File: src/rtl/sound_sequencer.sv
// Plays short square-wave jingles from a fixed note ROM.
// Each sound is a list of (tone, duration) notes, separated by silent gaps.
module sound_sequencer #(
  parameter int CLK_HZ   = 100000000,
  parameter int GAP_MS   = 10,
  parameter int MIN_FREQ = 100
) (
  input  logic       clk,
  input  logic       rst,
  input  logic [1:0] soundType,
  input  logic       play,
  input  logic       stop,
  output logic       audio,
  output logic       busy,
  output logic       done
);

  localparam int TICK     = CLK_HZ / 1000;
  localparam int TW       = $clog2(CLK_HZ / (2 * MIN_FREQ) + 1);
  localparam int LONG_CYC = ((GAP_MS > 300) ? GAP_MS : 300) * TICK;
  localparam int CW       = $clog2(LONG_CYC + 1);
  localparam logic [CW-1:0] GAP_LEN = CW'(GAP_MS * TICK);

  typedef enum logic [1:0] {IDLE, NOTE, GAP, DONE} state_t;

  // Half-period of the tone, in clocks, for note i of sound t.
  function automatic logic [TW-1:0] note_half(input logic [1:0] t, input logic [1:0] i);
    case ({t, i})
      4'b01_00: note_half = TW'(CLK_HZ / (2 * 880));
      4'b10_00: note_half = TW'(CLK_HZ / (2 * 440));
      4'b10_01: note_half = TW'(CLK_HZ / (2 * 523));
      4'b10_10: note_half = TW'(CLK_HZ / (2 * 659));
      4'b11_00: note_half = TW'(CLK_HZ / (2 * 523));
      4'b11_01: note_half = TW'(CLK_HZ / (2 * 659));
      4'b11_10: note_half = TW'(CLK_HZ / (2 * 784));
      4'b11_11: note_half = TW'(CLK_HZ / (2 * 1047));
      default:  note_half = '1;
    endcase
  endfunction

  // Note length in clocks for note i of sound t.
  function automatic logic [CW-1:0] note_len(input logic [1:0] t, input logic [1:0] i);
    case ({t, i})
      4'b01_00: note_len = CW'(50 * TICK);
      4'b10_00,
      4'b10_01,
      4'b10_10: note_len = CW'(100 * TICK);
      4'b11_00,
      4'b11_01,
      4'b11_10: note_len = CW'(150 * TICK);
      4'b11_11: note_len = CW'(300 * TICK);
      default:  note_len = CW'(1);
    endcase
  endfunction

  function automatic logic [1:0] last_idx(input logic [1:0] t);
    case (t)
      2'd2:    last_idx = 2'd2;
      2'd3:    last_idx = 2'd3;
      default: last_idx = 2'd0;
    endcase
  endfunction

  state_t         state;
  logic [1:0]     snd;
  logic [1:0]     idx;
  logic [TW-1:0]  tone_cnt;
  logic [CW-1:0]  len_cnt;
  logic [TW-1:0]  cur_half;
  logic [CW-1:0]  cur_len;

  assign cur_half = note_half(snd, idx);
  assign cur_len  = note_len(snd, idx);

  // stop (or play of "none" while playing) beats any start; a valid play
  // restarts from note 0 in every state.
  always_ff @(posedge clk or negedge rst) begin
    if (!rst) begin
      state    <= IDLE;
      snd      <= 2'd0;
      idx      <= 2'd0;
      tone_cnt <= '0;
      len_cnt  <= '0;
      audio    <= 1'b0;
      busy     <= 1'b0;
      done     <= 1'b0;
    end else begin
      done <= 1'b0;
      if (stop || (play && soundType == 2'd0 && busy)) begin
        state    <= IDLE;
        snd      <= 2'd0;
        idx      <= 2'd0;
        tone_cnt <= '0;
        len_cnt  <= '0;
        audio    <= 1'b0;
        busy     <= 1'b0;
      end else if (play && soundType != 2'd0) begin
        state    <= NOTE;
        snd      <= soundType;
        idx      <= 2'd0;
        tone_cnt <= '0;
        len_cnt  <= '0;
        audio    <= 1'b0;
        busy     <= 1'b1;
      end else begin
        case (state)
          NOTE: begin
            if (len_cnt == cur_len - CW'(1)) begin
              len_cnt  <= '0;
              tone_cnt <= '0;
              audio    <= 1'b0;
              if (idx == last_idx(snd)) begin
                state <= DONE;
                busy  <= 1'b0;
                done  <= 1'b1;
              end else begin
                state <= GAP;
              end
            end else begin
              len_cnt <= len_cnt + CW'(1);
              if (tone_cnt == cur_half - TW'(1)) begin
                tone_cnt <= '0;
                audio    <= ~audio;
              end else begin
                tone_cnt <= tone_cnt + TW'(1);
              end
            end
          end
          GAP: begin
            audio <= 1'b0;
            if (len_cnt == GAP_LEN - CW'(1)) begin
              len_cnt <= '0;
              idx     <= idx + 2'd1;
              state   <= NOTE;
            end else begin
              len_cnt <= len_cnt + CW'(1);
            end
          end
          DONE: begin
            state <= IDLE;
            audio <= 1'b0;
          end
          default: begin
            state <= IDLE;
            audio <= 1'b0;
          end
        endcase
      end
    end
  end

endmodule

File: config.mk
export PLATFORM = sky130hd
export DESIGN_NAME = sound_sequencer
export DESIGN_NICKNAME = d
export VERILOG_FILES = /design/src/rtl/sound_sequencer.sv
export SDC_FILE = /design/constraint.sdc
export NUM_CORES = 1
export LEC_CHECK = 0
export BUFFER_PORTS_ARGS = -buffer_cell sky130_fd_sc_hd__clkbuf_2
export CAP_MARGIN = 15
export CORE_MARGIN = 10
export CORE_UTILIZATION = 50
export DETAILED_ROUTE_END_ITERATION = 12
export GPL_TIMING_DRIVEN = 0
export PLACE_DENSITY = 0.63
export REMOVE_ABC_BUFFERS = 1
export SLEW_MARGIN = 20
export SYNTH_ARGS = -nofsm -noshare
export SYNTH_HDL_FRONTEND = slang
export SYNTH_SLANG_ARGS = --single-unit
File: constraint.sdc
create_clock -name clk -period 4.6 [get_ports clk]
set_input_delay 0.92 -clock clk [delete_from_list [all_inputs] [get_ports clk]]
set_output_delay 0.92 -clock clk [all_outputs]
set_load 0.005 [all_outputs]
==> results.sh <==
export IMPL_synth_flop_cell="dfrtp_1"
export IMPL_syn2layout_area_growth_pct=2.47
export IMPL_cts_tree="yes"
export IMPL_htreeDepth=2
export IMPL_rsz0062_at_grt="false"
export IMPL_hold_path_class="register to register"
export IMPL_drv_cap=0
export IMPL_start_util_pct=51.5
export IMPL_drt_initial_drc_count=250
export IMPL_rows=33
export IMPL_cts_setup_buffers=0
export IMPL_synth_most_common_cell="dfrtp_1"
export IMPL_syn_avg_cell_area_sq_um=8.25
export IMPL_wire_per_inst_um=17.0
export IMPL_tightest_slew_ns=1.05
export IMPL_gp_congestion=0.822
export IMPL_drc=0
export IMPL_layout_drive_gt1_share_pct=8.63
export IMPL_leakage_nw=1.75
export IMPL_routed_wl_um=10200
export IMPL_path_max_fanout=12
export IMPL_antenna_found_initial=0
export IMPL_place_area_sq_um=4250
export IMPL_vias=3769
export IMPL_clk_latency_ns=0.32
export IMPL_dieWidth_um=112
export IMPL_power_density_nw_per_um2=218
export IMPL_path_class="register to register"
export IMPL_grt_usage_pct=16.0
export IMPL_path_delay_family="simple AND/OR/NAND/NOR gates"
export IMPL_grt_pass1_wl_um=17500
export IMPL_synth_ff_latch_count=53
export IMPL_synthAdderAreaFrac_pct=4.12
export IMPL_grt_pass1_vias=3455
export IMPL_outcome="finished, final reports clean"
export IMPL_cts_hold_fix_buffers=0
export IMPL_place_ws_ns=-0.134
export IMPL_vias_per_cell=6.25
export IMPL_coreArea_sq_um=8260
export IMPL_ys_async_sr_fraction_pct=100
export IMPL_drt_first_pass_iters=5
export IMPL_synth_cell_types=76
export IMPL_fin_area_sq_um=4360
export IMPL_final_setup_skew_ns=0.00708
export IMPL_min_period_over_period_pct=93.1
export IMPL_drv_slew=0
export IMPL_drt_antenna_violating_nets=0
export IMPL_path_clk_slew_ns=0.11
export IMPL_slew_headroom_pct=30.2
export IMPL_cp_end_kind="register"
export IMPL_synth_compound_area_share_pct=21.9
export IMPL_grt_max_degree=54
export IMPL_synth_largest_area_cell="dfrtp_1"
export IMPL_portBuffers=8
export IMPL_ios=9
export IMPL_setup_viol_count_final=0
export IMPL_fin_nets=517
export IMPL_crit_chain="inv_1 -> ha_1 -> and3b_1 -> a21oi_2 -> inv_1 -> ha_1 -> xor2_1 -> o221ai_1 -> a211o_1 -> nor4_1 -> nand2_1 -> nor4b_4 -> buf_6 -> o31ai_1 -> a21o_1"
export IMPL_yosys_area_top_type_share_pct=31.2
export IMPL_path_buf_inv=3
export IMPL_synth_cell_area_sq_um=4260
export IMPL_fp_dieH_um=112
export IMPL_ir_drop_mv=0.145
export IMPL_dp_hpwl_um=7190
export IMPL_yosys_area_share_simple_pct=29.5
export IMPL_min_period_ns=4.28
export IMPL_synthXorXnorAreaFrac_pct=4.94
export IMPL_cts_sinks=53
export IMPL_hold_viol=0
export IMPL_syn_instance_count=516
export IMPL_crit_required_ns=4.82
export IMPL_synth_edf_count=0
export IMPL_post_synth_most_frequent_cells="53 x dfrtp_1, 43 x nand2_1, 39 x nor2_1, 34 x a21oi_1, 24 x nand3_1"
export IMPL_synth_warnings=0
export IMPL_synth_area_leaders="dfrtp_1 31%, ha_1 4.1%, a21oi_1 4.0%, nand2_1 3.8%, nor2_1 3.4%"
export IMPL_synth_top_family_by_area="simple AND/OR/NAND/NOR gates"
export IMPL_setup_slack_ns=0.316
export IMPL_die_area_sq_um=12600
export IMPL_synth_mux_area_share_pct=2.20
export IMPL_fmax_mhz=233
export IMPL_arrival_ns=4.50
export IMPL_cts_buffer_depth=2
export IMPL_cts_buffers=5
export IMPL_n_antenna_cell=0
export IMPL_crit_slowest_cell="dfrtp_1"
export IMPL_ys_seq_area_share_pct=31.2
export IMPL_grt_ovfl_total=0
export IMPL_clock_root_buffer="clkbuf_8"
export IMPL_worst_setup_path_start_kind="register"
export IMPL_critical_path_max_stage_delay_ns=0.60
[path summary, 6_finish.rpt]
check / to / depth (start not counted) / from / slack (ns)
min in group asynchronous: len_cnt[12] / 1 / rst / 0.67
max reg2reg: tone_cnt[3] / 15 / idx[1] / 0.32
min: len_cnt[5] / 1 / len_cnt[5] / 0.51
min reg2reg: len_cnt[5] / 1 / len_cnt[5] / 0.51
max: tone_cnt[3] / 15 / idx[1] / 0.32
max in group asynchronous: idx[0] / 1 / rst / 3.39
[registers in the layout (all words and copies together), names as in the netlist]
register,cells
idx,2
audio,1
busy,1
tone_cnt,19
snd,2
state,2
len_cnt,25
done,1
[power breakdown]
| group | leakage, nW | switching (mW) | internal (mW) |
|---|---|---|---|
| combinational | 0.969 | 0.105 | 0.0605 |
| sequential | 0.732 | 0.0232 | 0.474 |
| clock | 0.0452 | 0.177 | 0.112 |
[what timing repair did]
item	in CTS	in global routing
pin swaps	0	0
gates resized for setup	3	2
setup endpoints to repair	12	18
[area by class of cell]
type,instances,area (sq um)
inverter,19,71.3
clock inverter,3,25.0
clock buffer,5,68.8
multi-input combinational,409,2680
fill,797,3900
timing repair buffer,9,53.8
sequential,53,1330
tap,105,131
[stage by stage]
step                      utilization [%]  TNS [ns]  power, mW  hold WS, ns  cells
final                                52.8         0      0.952        0.514    603
after global routing                 52.8         0       1.00        0.560    603
after CTS                            52.6         0      0.961        0.506    602
after detailed placement             51.4     -1.11      0.671        0.486    594
after global placement               51.3     -1.66      0.667        0.488    594
after floorplan                         -         0      0.617        0.457    481
[kinds of logic after synthesis]
| kind of cell | count (synthesis) |
|---|---|
| AO/OA/AOI/OAI | 139 |
| AND/OR/NAND/NOR | 223 |
| XOR/XNOR | 24 |
| flip-flops | 53 |
| adder cells (fa/ha/maj) | 14 |
| multiplexers | 9 |
| buffers and inverters | 54 |
[routing by layer]
layer	global-route usage, %	part of all wire (%)	up-vias	routed length, um
li1	-	-	1863	-
met1	24.3	51	1802	5180
met2	23.2	44	98	4540
met3	2.08	4.0	6	412
met4	3.81	0.85	0	87
met5	0	0	-	0
[cell usage in the layout (no fill, tap or decap), drive strengths merged, types with 3 or more instances in the layout]
cell type | netlist | layout
dfrtp | 53 | 53
nand2 | 43 | 43
nor2 | 39 | 39
a21oi | 36 | 36
nand3 | 24 | 24
o21ai | 23 | 23
inv | 19 | 21
and3 | 17 | 17
a31oi | 16 | 16
xor2 | 14 | 14
ha | 14 | 14
clkbuf | 20 | 13
nor4 | 12 | 12
nor2b | 11 | 11
nor3 | 11 | 11
nand2b | 10 | 10
nor3b | 10 | 10
xnor2 | 10 | 10
nand4 | 9 | 9
or3 | 8 | 8
o31ai | 7 | 7
and2 | 7 | 7
mux2i | 6 | 6
o21a | 6 | 6
a22o | 6 | 6
a21o | 6 | 6
o22ai | 5 | 5
o311ai | 5 | 5
o221ai | 4 | 4
nor4b | 4 | 4
a211oi | 3 | 3
mux2 | 3 | 3
o211ai | 3 | 3
a211o | 3 | 3
or4 | 3 | 3
and4 | 3 | 3
(Power assumes the default switching activity.)
